<file path="config.mk">
export PLATFORM = sky130hd
export DESIGN_NAME = aurora_rx_ctrl_flat
export DESIGN_NICKNAME = d
export VERILOG_FILES = /design/src/rtl/aurora_rx_ctrl_if.sv /design/src/rtl/aurora_rx_ctrl.sv /design/src/flat_wrapper.sv
export SDC_FILE = /design/constraint.sdc
export NUM_CORES = 1
export LEC_CHECK = 0
export ABC_AREA = 1
export CAP_MARGIN = 20
export CELL_PAD_IN_SITES_DETAIL_PLACEMENT = 0
export CELL_PAD_IN_SITES_GLOBAL_PLACEMENT = 1
export CORE_ASPECT_RATIO = 0.6
export CORE_MARGIN = 3
export CORE_UTILIZATION = 37
export CTS_CLUSTER_SIZE = 12
export DETAILED_ROUTE_END_ITERATION = 12
export GPL_ROUTABILITY_DRIVEN = 1
export GPL_TIMING_DRIVEN = 0
export PLACE_DENSITY = 0.88
export SLEW_MARGIN = 20
export SYNTH_ARGS = -nofsm -noshare
export SYNTH_HDL_FRONTEND = slang
export SYNTH_SLANG_ARGS = --single-unit
</file>
<file path="constraint.sdc">
create_clock -name clk -period 2.05 [get_ports clk]
set_clock_uncertainty 0.1 [all_clocks]
set_input_delay 0.205 -clock clk [delete_from_list [all_inputs] [get_ports clk]]
set_output_delay 0.205 -clock clk [all_outputs]
set_load 0.03 [all_outputs]
</file>
<file path="src/rtl/aurora_rx_ctrl_if.sv">
// rtl/aurora_rx_ctrl_if.sv - signal bundle between the Aurora RX link controller and its environment
// master: the controller. It takes in enable, clr_cnt, channel_up, fifo_level,
//         fifo_rst_busy, loss_data and loss_frame. It drives pma_init, reset_pb,
//         the three FIFO status flags, link_up, link_state and the three counters.
// slave:  the environment, with the opposite directions.
interface aurora_rx_ctrl_if #(
    parameter int LEVEL_W = 10,
    parameter int CNT_W   = 32
);
    logic               enable;
    logic               clr_cnt;
    logic               channel_up;
    logic [LEVEL_W-1:0] fifo_level;
    logic               fifo_rst_busy;
    logic               loss_data;
    logic               loss_frame;
    logic               pma_init;
    logic               reset_pb;
    logic               fifo_ready;
    logic               fifo_below_lwm;
    logic               fifo_above_hwm;
    logic               link_up;
    logic [2:0]         link_state;
    logic [CNT_W-1:0]   retry_cnt;
    logic [CNT_W-1:0]   loss_data_cnt;
    logic [CNT_W-1:0]   loss_frame_cnt;

    modport master (
        input  enable, clr_cnt, channel_up, fifo_level, fifo_rst_busy, loss_data, loss_frame,
        output pma_init, reset_pb, fifo_ready, fifo_below_lwm, fifo_above_hwm,
               link_up, link_state, retry_cnt, loss_data_cnt, loss_frame_cnt
    );

    modport slave (
        output enable, clr_cnt, channel_up, fifo_level, fifo_rst_busy, loss_data, loss_frame,
        input  pma_init, reset_pb, fifo_ready, fifo_below_lwm, fifo_above_hwm,
               link_up, link_state, retry_cnt, loss_data_cnt, loss_frame_cnt
    );
endinterface

</file>
<file path="src/rtl/aurora_rx_ctrl.sv">
// rtl/aurora_rx_ctrl.sv - Aurora RX lane bring-up/retry FSM, FIFO status flags and loss counters
// Ports:
//   clk, rst_n : clock and synchronous active-low reset
//   bus        : aurora_rx_ctrl_if.master. Link control (enable, channel_up -> pma_init,
//                reset_pb, link_up, link_state), FIFO status (fifo_level,
//                fifo_rst_busy -> fifo_ready, fifo_below_lwm, fifo_above_hwm) and
//                counters (loss_data, loss_frame, clr_cnt -> retry/loss counts).
module aurora_rx_ctrl #(
    parameter int LEVEL_W     = 10,
    parameter int HWM         = 768,
    parameter int LWM         = 256,
    parameter int PMA_CYCLES  = 1024,
    parameter int PB_CYCLES   = 256,
    parameter int UP_TIMEOUT  = 65536,
    parameter int DOWN_CYCLES = 16,
    parameter int CNT_W       = 32
) (
    input  logic clk,
    input  logic rst_n,
    aurora_rx_ctrl_if.master bus
);
    generate
        if (!(LWM < HWM && HWM < (1 << LEVEL_W))) begin : g_bad_watermarks
            $error("aurora_rx_ctrl: watermarks must satisfy LWM < HWM < 2**LEVEL_W");
        end
        if (PMA_CYCLES < 1 || PB_CYCLES < 1 || UP_TIMEOUT < 1 || DOWN_CYCLES < 1) begin : g_bad_cycles
            $error("aurora_rx_ctrl: cycle-count parameters must be at least 1");
        end
    endgenerate

    typedef enum logic [2:0] {
        ST_IDLE    = 3'd0,
        ST_RESET   = 3'd1,
        ST_RELEASE = 3'd2,
        ST_WAIT_UP = 3'd3,
        ST_LINKED  = 3'd4
    } state_t;

    // One down-timer serves every state, so it is sized for the largest count.
    localparam int T_MAX_A = (PMA_CYCLES > PB_CYCLES) ? PMA_CYCLES : PB_CYCLES;
    localparam int T_MAX_B = (UP_TIMEOUT > DOWN_CYCLES) ? UP_TIMEOUT : DOWN_CYCLES;
    localparam int T_MAX   = (T_MAX_A > T_MAX_B) ? T_MAX_A : T_MAX_B;
    localparam int TMR_W   = $clog2(T_MAX + 1);

    // Loaded with N-1 on entry; the state exits on the cycle the timer reads zero,
    // so each state lasts exactly N cycles.
    localparam logic [TMR_W-1:0] T_PMA  = TMR_W'(PMA_CYCLES - 1);
    localparam logic [TMR_W-1:0] T_PB   = TMR_W'(PB_CYCLES - 1);
    localparam logic [TMR_W-1:0] T_UP   = TMR_W'(UP_TIMEOUT - 1);
    localparam logic [TMR_W-1:0] T_DOWN = TMR_W'(DOWN_CYCLES - 1);

    localparam logic [LEVEL_W-1:0] HWM_L   = LEVEL_W'(HWM);
    localparam logic [LEVEL_W-1:0] LWM_L   = LEVEL_W'(LWM);
    localparam logic [CNT_W-1:0]   CNT_MAX = '1;
    localparam logic [CNT_W-1:0]   CNT_ONE = CNT_W'(1);

    state_t             r_state;
    logic [TMR_W-1:0]   r_timer;
    logic               r_pma_init;
    logic               r_reset_pb;
    logic               r_link_up;
    logic               r_fifo_ready;
    logic               r_fifo_below_lwm;
    logic               r_fifo_above_hwm;
    logic [CNT_W-1:0]   r_retry_cnt;
    logic [CNT_W-1:0]   r_loss_data_cnt;
    logic [CNT_W-1:0]   r_loss_frame_cnt;

    logic w_timer_zero;
    logic w_retry;

    assign w_timer_zero = (r_timer == '0);

    // A retry is a WAIT_UP timeout or a LINKED loss. In both cases channel_up is low,
    // so a channel_up arriving on the timeout cycle links instead of retrying.
    // enable low overrides both.
    assign w_retry = bus.enable && !bus.channel_up && w_timer_zero &&
                     (r_state == ST_WAIT_UP || r_state == ST_LINKED);

    always_ff @(posedge clk) begin
        if (!rst_n) begin
            r_state    <= ST_IDLE;
            r_timer    <= '0;
            r_pma_init <= 1'b1;
            r_reset_pb <= 1'b1;
            r_link_up  <= 1'b0;
        end else if (!bus.enable) begin
            r_state    <= ST_IDLE;
            r_timer    <= '0;
            r_pma_init <= 1'b1;
            r_reset_pb <= 1'b1;
            r_link_up  <= 1'b0;
        end else begin
            case (r_state)
                ST_IDLE: begin
                    r_state <= ST_RESET;
                    r_timer <= T_PMA;
                end
                ST_RESET: begin
                    if (w_timer_zero) begin
                        r_state    <= ST_RELEASE;
                        r_timer    <= T_PB;
                        r_pma_init <= 1'b0;
                    end else begin
                        r_timer <= r_timer - 1'b1;
                    end
                end
                ST_RELEASE: begin
                    if (w_timer_zero) begin
                        r_state    <= ST_WAIT_UP;
                        r_timer    <= T_UP;
                        r_reset_pb <= 1'b0;
                    end else begin
                        r_timer <= r_timer - 1'b1;
                    end
                end
                ST_WAIT_UP: begin
                    if (bus.channel_up) begin
                        r_state   <= ST_LINKED;
                        r_timer   <= T_DOWN;
                        r_link_up <= 1'b1;
                    end else if (w_timer_zero) begin
                        r_state    <= ST_RESET;
                        r_timer    <= T_PMA;
                        r_pma_init <= 1'b1;
                        r_reset_pb <= 1'b1;
                    end else begin
                        r_timer <= r_timer - 1'b1;
                    end
                end
                ST_LINKED: begin
                    // In LINKED the timer counts consecutive channel_up-low cycles.
                    if (bus.channel_up) begin
                        r_timer <= T_DOWN;
                    end else if (w_timer_zero) begin
                        r_state    <= ST_RESET;
                        r_timer    <= T_PMA;
                        r_pma_init <= 1'b1;
                        r_reset_pb <= 1'b1;
                        r_link_up  <= 1'b0;
                    end else begin
                        r_timer <= r_timer - 1'b1;
                    end
                end
                default: begin
                    r_state    <= ST_IDLE;
                    r_timer    <= '0;
                    r_pma_init <= 1'b1;
                    r_reset_pb <= 1'b1;
                    r_link_up  <= 1'b0;
                end
            endcase
        end
    end

    always_ff @(posedge clk) begin
        if (!rst_n || bus.clr_cnt) begin
            r_retry_cnt      <= '0;
            r_loss_data_cnt  <= '0;
            r_loss_frame_cnt <= '0;
        end else begin
            if (w_retry && r_retry_cnt != CNT_MAX) begin
                r_retry_cnt <= r_retry_cnt + CNT_ONE;
            end
            if (bus.loss_data && r_loss_data_cnt != CNT_MAX) begin
                r_loss_data_cnt <= r_loss_data_cnt + CNT_ONE;
            end
            if (bus.loss_frame && r_loss_frame_cnt != CNT_MAX) begin
                r_loss_frame_cnt <= r_loss_frame_cnt + CNT_ONE;
            end
        end
    end

    // While the FIFO is resetting its level is meaningless, so both watermark flags drop.
    always_ff @(posedge clk) begin
        if (!rst_n) begin
            r_fifo_ready     <= 1'b0;
            r_fifo_above_hwm <= 1'b0;
            r_fifo_below_lwm <= 1'b0;
        end else begin
            r_fifo_ready     <= !bus.fifo_rst_busy;
            r_fifo_above_hwm <= !bus.fifo_rst_busy && (bus.fifo_level >= HWM_L);
            r_fifo_below_lwm <= !bus.fifo_rst_busy && (bus.fifo_level <= LWM_L);
        end
    end

    assign bus.pma_init       = r_pma_init;
    assign bus.reset_pb       = r_reset_pb;
    assign bus.link_up        = r_link_up;
    assign bus.link_state     = r_state;
    assign bus.fifo_ready     = r_fifo_ready;
    assign bus.fifo_above_hwm = r_fifo_above_hwm;
    assign bus.fifo_below_lwm = r_fifo_below_lwm;
    assign bus.retry_cnt      = r_retry_cnt;
    assign bus.loss_data_cnt  = r_loss_data_cnt;
    assign bus.loss_frame_cnt = r_loss_frame_cnt;
endmodule

</file>
<file path="src/flat_wrapper.sv">
// flat-port wrapper written by rule: the top's interface ports become plain ports
module aurora_rx_ctrl_flat 
#(
    parameter int LEVEL_W     = 10,
    parameter int HWM         = 768,
    parameter int LWM         = 256,
    parameter int PMA_CYCLES  = 1024,
    parameter int PB_CYCLES   = 256,
    parameter int UP_TIMEOUT  = 65536,
    parameter int DOWN_CYCLES = 16,
    parameter int CNT_W       = 32
)
  (clk, rst_n, bus_enable, bus_clr_cnt, bus_channel_up, bus_fifo_level, bus_fifo_rst_busy, bus_loss_data, bus_loss_frame, bus_pma_init, bus_reset_pb, bus_fifo_ready, bus_fifo_below_lwm, bus_fifo_above_hwm, bus_link_up, bus_link_state, bus_retry_cnt, bus_loss_data_cnt, bus_loss_frame_cnt);
  aurora_rx_ctrl_if #(.LEVEL_W(LEVEL_W), .CNT_W(CNT_W)) bus_i ();
  input  logic clk;
  input  logic rst_n;
  input wire logic [$bits(bus_i.enable)-1:0] bus_enable;
  input wire logic [$bits(bus_i.clr_cnt)-1:0] bus_clr_cnt;
  input wire logic [$bits(bus_i.channel_up)-1:0] bus_channel_up;
  input wire logic [$bits(bus_i.fifo_level)-1:0] bus_fifo_level;
  input wire logic [$bits(bus_i.fifo_rst_busy)-1:0] bus_fifo_rst_busy;
  input wire logic [$bits(bus_i.loss_data)-1:0] bus_loss_data;
  input wire logic [$bits(bus_i.loss_frame)-1:0] bus_loss_frame;
  output wire logic [$bits(bus_i.pma_init)-1:0] bus_pma_init;
  output wire logic [$bits(bus_i.reset_pb)-1:0] bus_reset_pb;
  output wire logic [$bits(bus_i.fifo_ready)-1:0] bus_fifo_ready;
  output wire logic [$bits(bus_i.fifo_below_lwm)-1:0] bus_fifo_below_lwm;
  output wire logic [$bits(bus_i.fifo_above_hwm)-1:0] bus_fifo_above_hwm;
  output wire logic [$bits(bus_i.link_up)-1:0] bus_link_up;
  output wire logic [$bits(bus_i.link_state)-1:0] bus_link_state;
  output wire logic [$bits(bus_i.retry_cnt)-1:0] bus_retry_cnt;
  output wire logic [$bits(bus_i.loss_data_cnt)-1:0] bus_loss_data_cnt;
  output wire logic [$bits(bus_i.loss_frame_cnt)-1:0] bus_loss_frame_cnt;
  assign bus_i.enable = bus_enable;
  assign bus_i.clr_cnt = bus_clr_cnt;
  assign bus_i.channel_up = bus_channel_up;
  assign bus_i.fifo_level = bus_fifo_level;
  assign bus_i.fifo_rst_busy = bus_fifo_rst_busy;
  assign bus_i.loss_data = bus_loss_data;
  assign bus_i.loss_frame = bus_loss_frame;
  assign bus_pma_init = bus_i.pma_init;
  assign bus_reset_pb = bus_i.reset_pb;
  assign bus_fifo_ready = bus_i.fifo_ready;
  assign bus_fifo_below_lwm = bus_i.fifo_below_lwm;
  assign bus_fifo_above_hwm = bus_i.fifo_above_hwm;
  assign bus_link_up = bus_i.link_up;
  assign bus_link_state = bus_i.link_state;
  assign bus_retry_cnt = bus_i.retry_cnt;
  assign bus_loss_data_cnt = bus_i.loss_data_cnt;
  assign bus_loss_frame_cnt = bus_i.loss_frame_cnt;
  aurora_rx_ctrl #(.LEVEL_W(LEVEL_W), .HWM(HWM), .LWM(LWM), .PMA_CYCLES(PMA_CYCLES), .PB_CYCLES(PB_CYCLES), .UP_TIMEOUT(UP_TIMEOUT), .DOWN_CYCLES(DOWN_CYCLES), .CNT_W(CNT_W)) u_core (.clk(clk), .rst_n(rst_n), .bus(bus_i));
endmodule
</file>
==> results.md <==
- Outcome: complete, no violations
- P_sw: 1.51 mW
- Drt wl/cell: 13.9 um
- Maximum clock insertion buffer count: 2
- Layout fillers: 1903
- Unrepaired setup endpoints after global routing: true
- Vias in the first global route: 6907
- Syn Area/Cell: 6.08 um2
- Post-synthesis cell count: 1197
- Crit path required time: 2.27 ns
- Multi-input gate area: 4460 um2
- Switching Fraction: 0.256
- Sequential Power Share: 0.415
- NumNets Final: 1378
- Worst hold slack: 0.0714 ns
- Synth warnings: 0
- CORE AREA: 19200 um2
- Ys async rst share: 0
- Clk pwr share: 0.498
- Reg2Reg Depth: 14
- Startpoint Class: flip-flop
- Initial DRC Count: 671
- Drt total wl: 22.7 mm
- Synth cell types: 35
- Largest net degree at the start of global routing: 17
- Total track usage: 0.206
- Slew headroom: 0.573
- Synthesized area: 7280 um2
- Die ar.: 21500 um2
- Via/cell ratio: 4.81
- Final Slew Violations: 0
- #FFs+latches synth: 122
- CTS Buf Count: 17
- Hpwl dp: 16.7 mm
- Setup tns final: 0 ns
- Final worst slack: 0.0425 ns
- Finished Cell Area: 9890 um2
- # H-tree levels: 4
- Drt drc: 0
- First-pass GRT wire length: 35.7 mm
- Final std cells w/o fill: 1634
- Ys flop type: dfxtp_1
- Share of layout cells above drive strength 1: 0.111
- Data arrival, critical path: 2.23 ns
- Sequential share of the synthesized area: 0.335
- Fin util: 0.516
- Clk slew on worst S/H paths: 0.06 ns
- PortBufs: 121
- Lkg Pwr: 3.54 nW
- Pwr Total: 5.88 mW
- Pre-CTS WS: -0.287 ns
- Placed Instances: 1584
- Die Wd: 187 um
- Max_cap viols: 0
- Count of flip-flops with a built-in enable after synthesis: 0
- Vias: 7857
- CTS tree: built
- Num rows: 39
- Hold path cells: 3
- Final Hold Fails: 0
- Setup-failing EPs final: 0
- P&R area growth vs syn: 35.8%
- Final period util: 0.979
- Internal power: 4.37 mW
- Peak VDD IR: 0.567 mV
- Starting Density: 0.380
- Fmax: 498 MHz
- Critical Path End Type: flip-flop
- Post-synthesis net count: 1220
- Clk_lat worst skew: 0.42 ns
- Combinational Power Share: 0.088
- Final min period: 2.01 ns
- Initial antenna violation count: 0
- Placed cell areas: 8830 um2
- Grt total ovfl: 0
- Antenna-violating nets left: 0
- 1st-pass router iterations: 5
- Critical path fanouts, max: 7
- GPL Wtd Cong: 0.888
- I/O pin total: 123
- Hold_buf cts: 0
- Most frequent cells in the layout: nand2_1 (423), nor2_1 (200), clkdlybuf4s50_1 (121)
- Hold crit path type: input pin to flip-flop
- Leading cell type in the layout, fill and taps excluded: nand2_1
- Ant diodes: 0
- PD cells: 594 nW/um2
- Sink Count: 122
- CTS Root Cell: clkbuf_16
- Worst-margin pin slew: 0.639 ns
- Die height: 115 um
- Sequential standard cell area: 2470 um2
- Setup CP Type: flip-flop to flip-flop
[worst paths after layout]
path                                    start                                        end  slack [ns]
max              u_core.r_timer[0]$_SDFF_PN0_      u_core.bus.retry_cnt[21]$_SDFFE_PP0P_        0.04
min reg2reg  u_core.bus.pma_init$_SDFFE_PN1P_           u_core.bus.pma_init$_SDFFE_PN1P_        0.36
max reg2reg      u_core.r_timer[0]$_SDFF_PN0_      u_core.bus.retry_cnt[21]$_SDFFE_PP0P_        0.04
min                             bus_loss_data  u_core.bus.loss_data_cnt[16]$_SDFFE_PP0P_        0.07
[power groups by stage]
stage	registers [mW]	logic, mW	clock network [mW]
finish	2.44	0.516	2.93
global placement	2.49	0.472	0
floorplan	2.50	0.314	0
CTS	2.44	0.483	2.98
global route	2.44	0.581	3.10
detailed placement	2.49	0.477	0
[layer usage]
metal,vias to the layer above,global-route usage,wire length (um)
met5,-,0,0
met3,12,0.0560,1840
li1,4070,-,-
met2,252,0.275,8580
met4,0,0.0388,102
met1,3523,0.324,12200
[synth_stat cells, types with 2 or more instances]
cell type,count,area [um2]
inv_2,3,11.3
o21ai_0,30,150
inv_4,2,12.5
xor2_1,21,184
nand2_2,6,37.5
buf_2,4,20.0
buf_6,13,146
nor3_1,11,55.1
nand3_2,3,30.0
nand3_1,57,285
nand4_1,20,125
nand2_4,4,45.0
dfxtp_1,122,2440
nor4_1,2,12.5
nand2_1,429,1610
a21boi_0,2,15.0
a21oi_1,69,345
o21bai_1,3,22.5
inv_1,111,417
nand3b_1,14,105
xnor2_1,14,123
nor2_2,10,62.6
nor3b_1,3,22.5
ha_1,5,62.6
nor2_4,3,33.8
nor2_1,221,830
clkbuf_1,7,26.3
[what timing repair did]
item	in CTS	in global routing
endpoints found under the setup margin	68	83
setup buffers	0	15
cloned	0	3
pin swaps	0	30
resized for setup	11	84
endpoints found under the hold margin	0	0
[logic make-up after synthesis]
| group | Yosys count | synth area share |
|---|---|---|
| xor gates and xnor gates | 35 | 0.0421 |
| DFF | 122 | 0.335 |
| and+or+nand+nor | 788 | 0.452 |
| buffers and inverters | 141 | 0.0875 |
| AOI/OAI and AO/OA | 106 | 0.0749 |
| adders and majority gates | 5 | 0.00859 |
[sequential cells by signal, summed over array words and instances, names as in the netlist]
register	count
u_core.bus.fifo_above_hwm	1
u_core.bus.pma_init	1
u_core.bus.retry_cnt	32
u_core.bus.loss_frame_cnt	32
u_core.bus.reset_pb	1
u_core.bus.loss_data_cnt	32
u_core.bus.fifo_below_lwm	1
u_core.bus.fifo_ready	1
u_core.r_timer	17
u_core.bus.link_up	1
u_core.bus.link_state	3
[final cells by class]
class / count / area share
inverters: 116 / 0.0456
well taps: 266 / 0.0337
clock buffers: 19 / 0.0438
repair buffers: 139 / 0.141
plain buffers: 25 / 0.0221
multi-input cells: 934 / 0.451
clock inverters: 13 / 0.0130
flip-flops and latches: 122 / 0.250
[critical path, cell delays in order, from the launching register on]
cell	delay, ns
dfxtp_2	0.32
inv_2	0.08
ha_4	0.13
inv_2	0.03
nor2_2	0.10
nand2_2	0.07
nor2_4	0.14
nand2_4	0.10
nor2_4	0.23
nand2_8	0.13
clkbuf_16	0.20
nor2_4	0.11
nand2_1	0.06
nand2_1	0.06
nor2_1	0.04
Note: power is estimated with default switching activity, not from simulation.
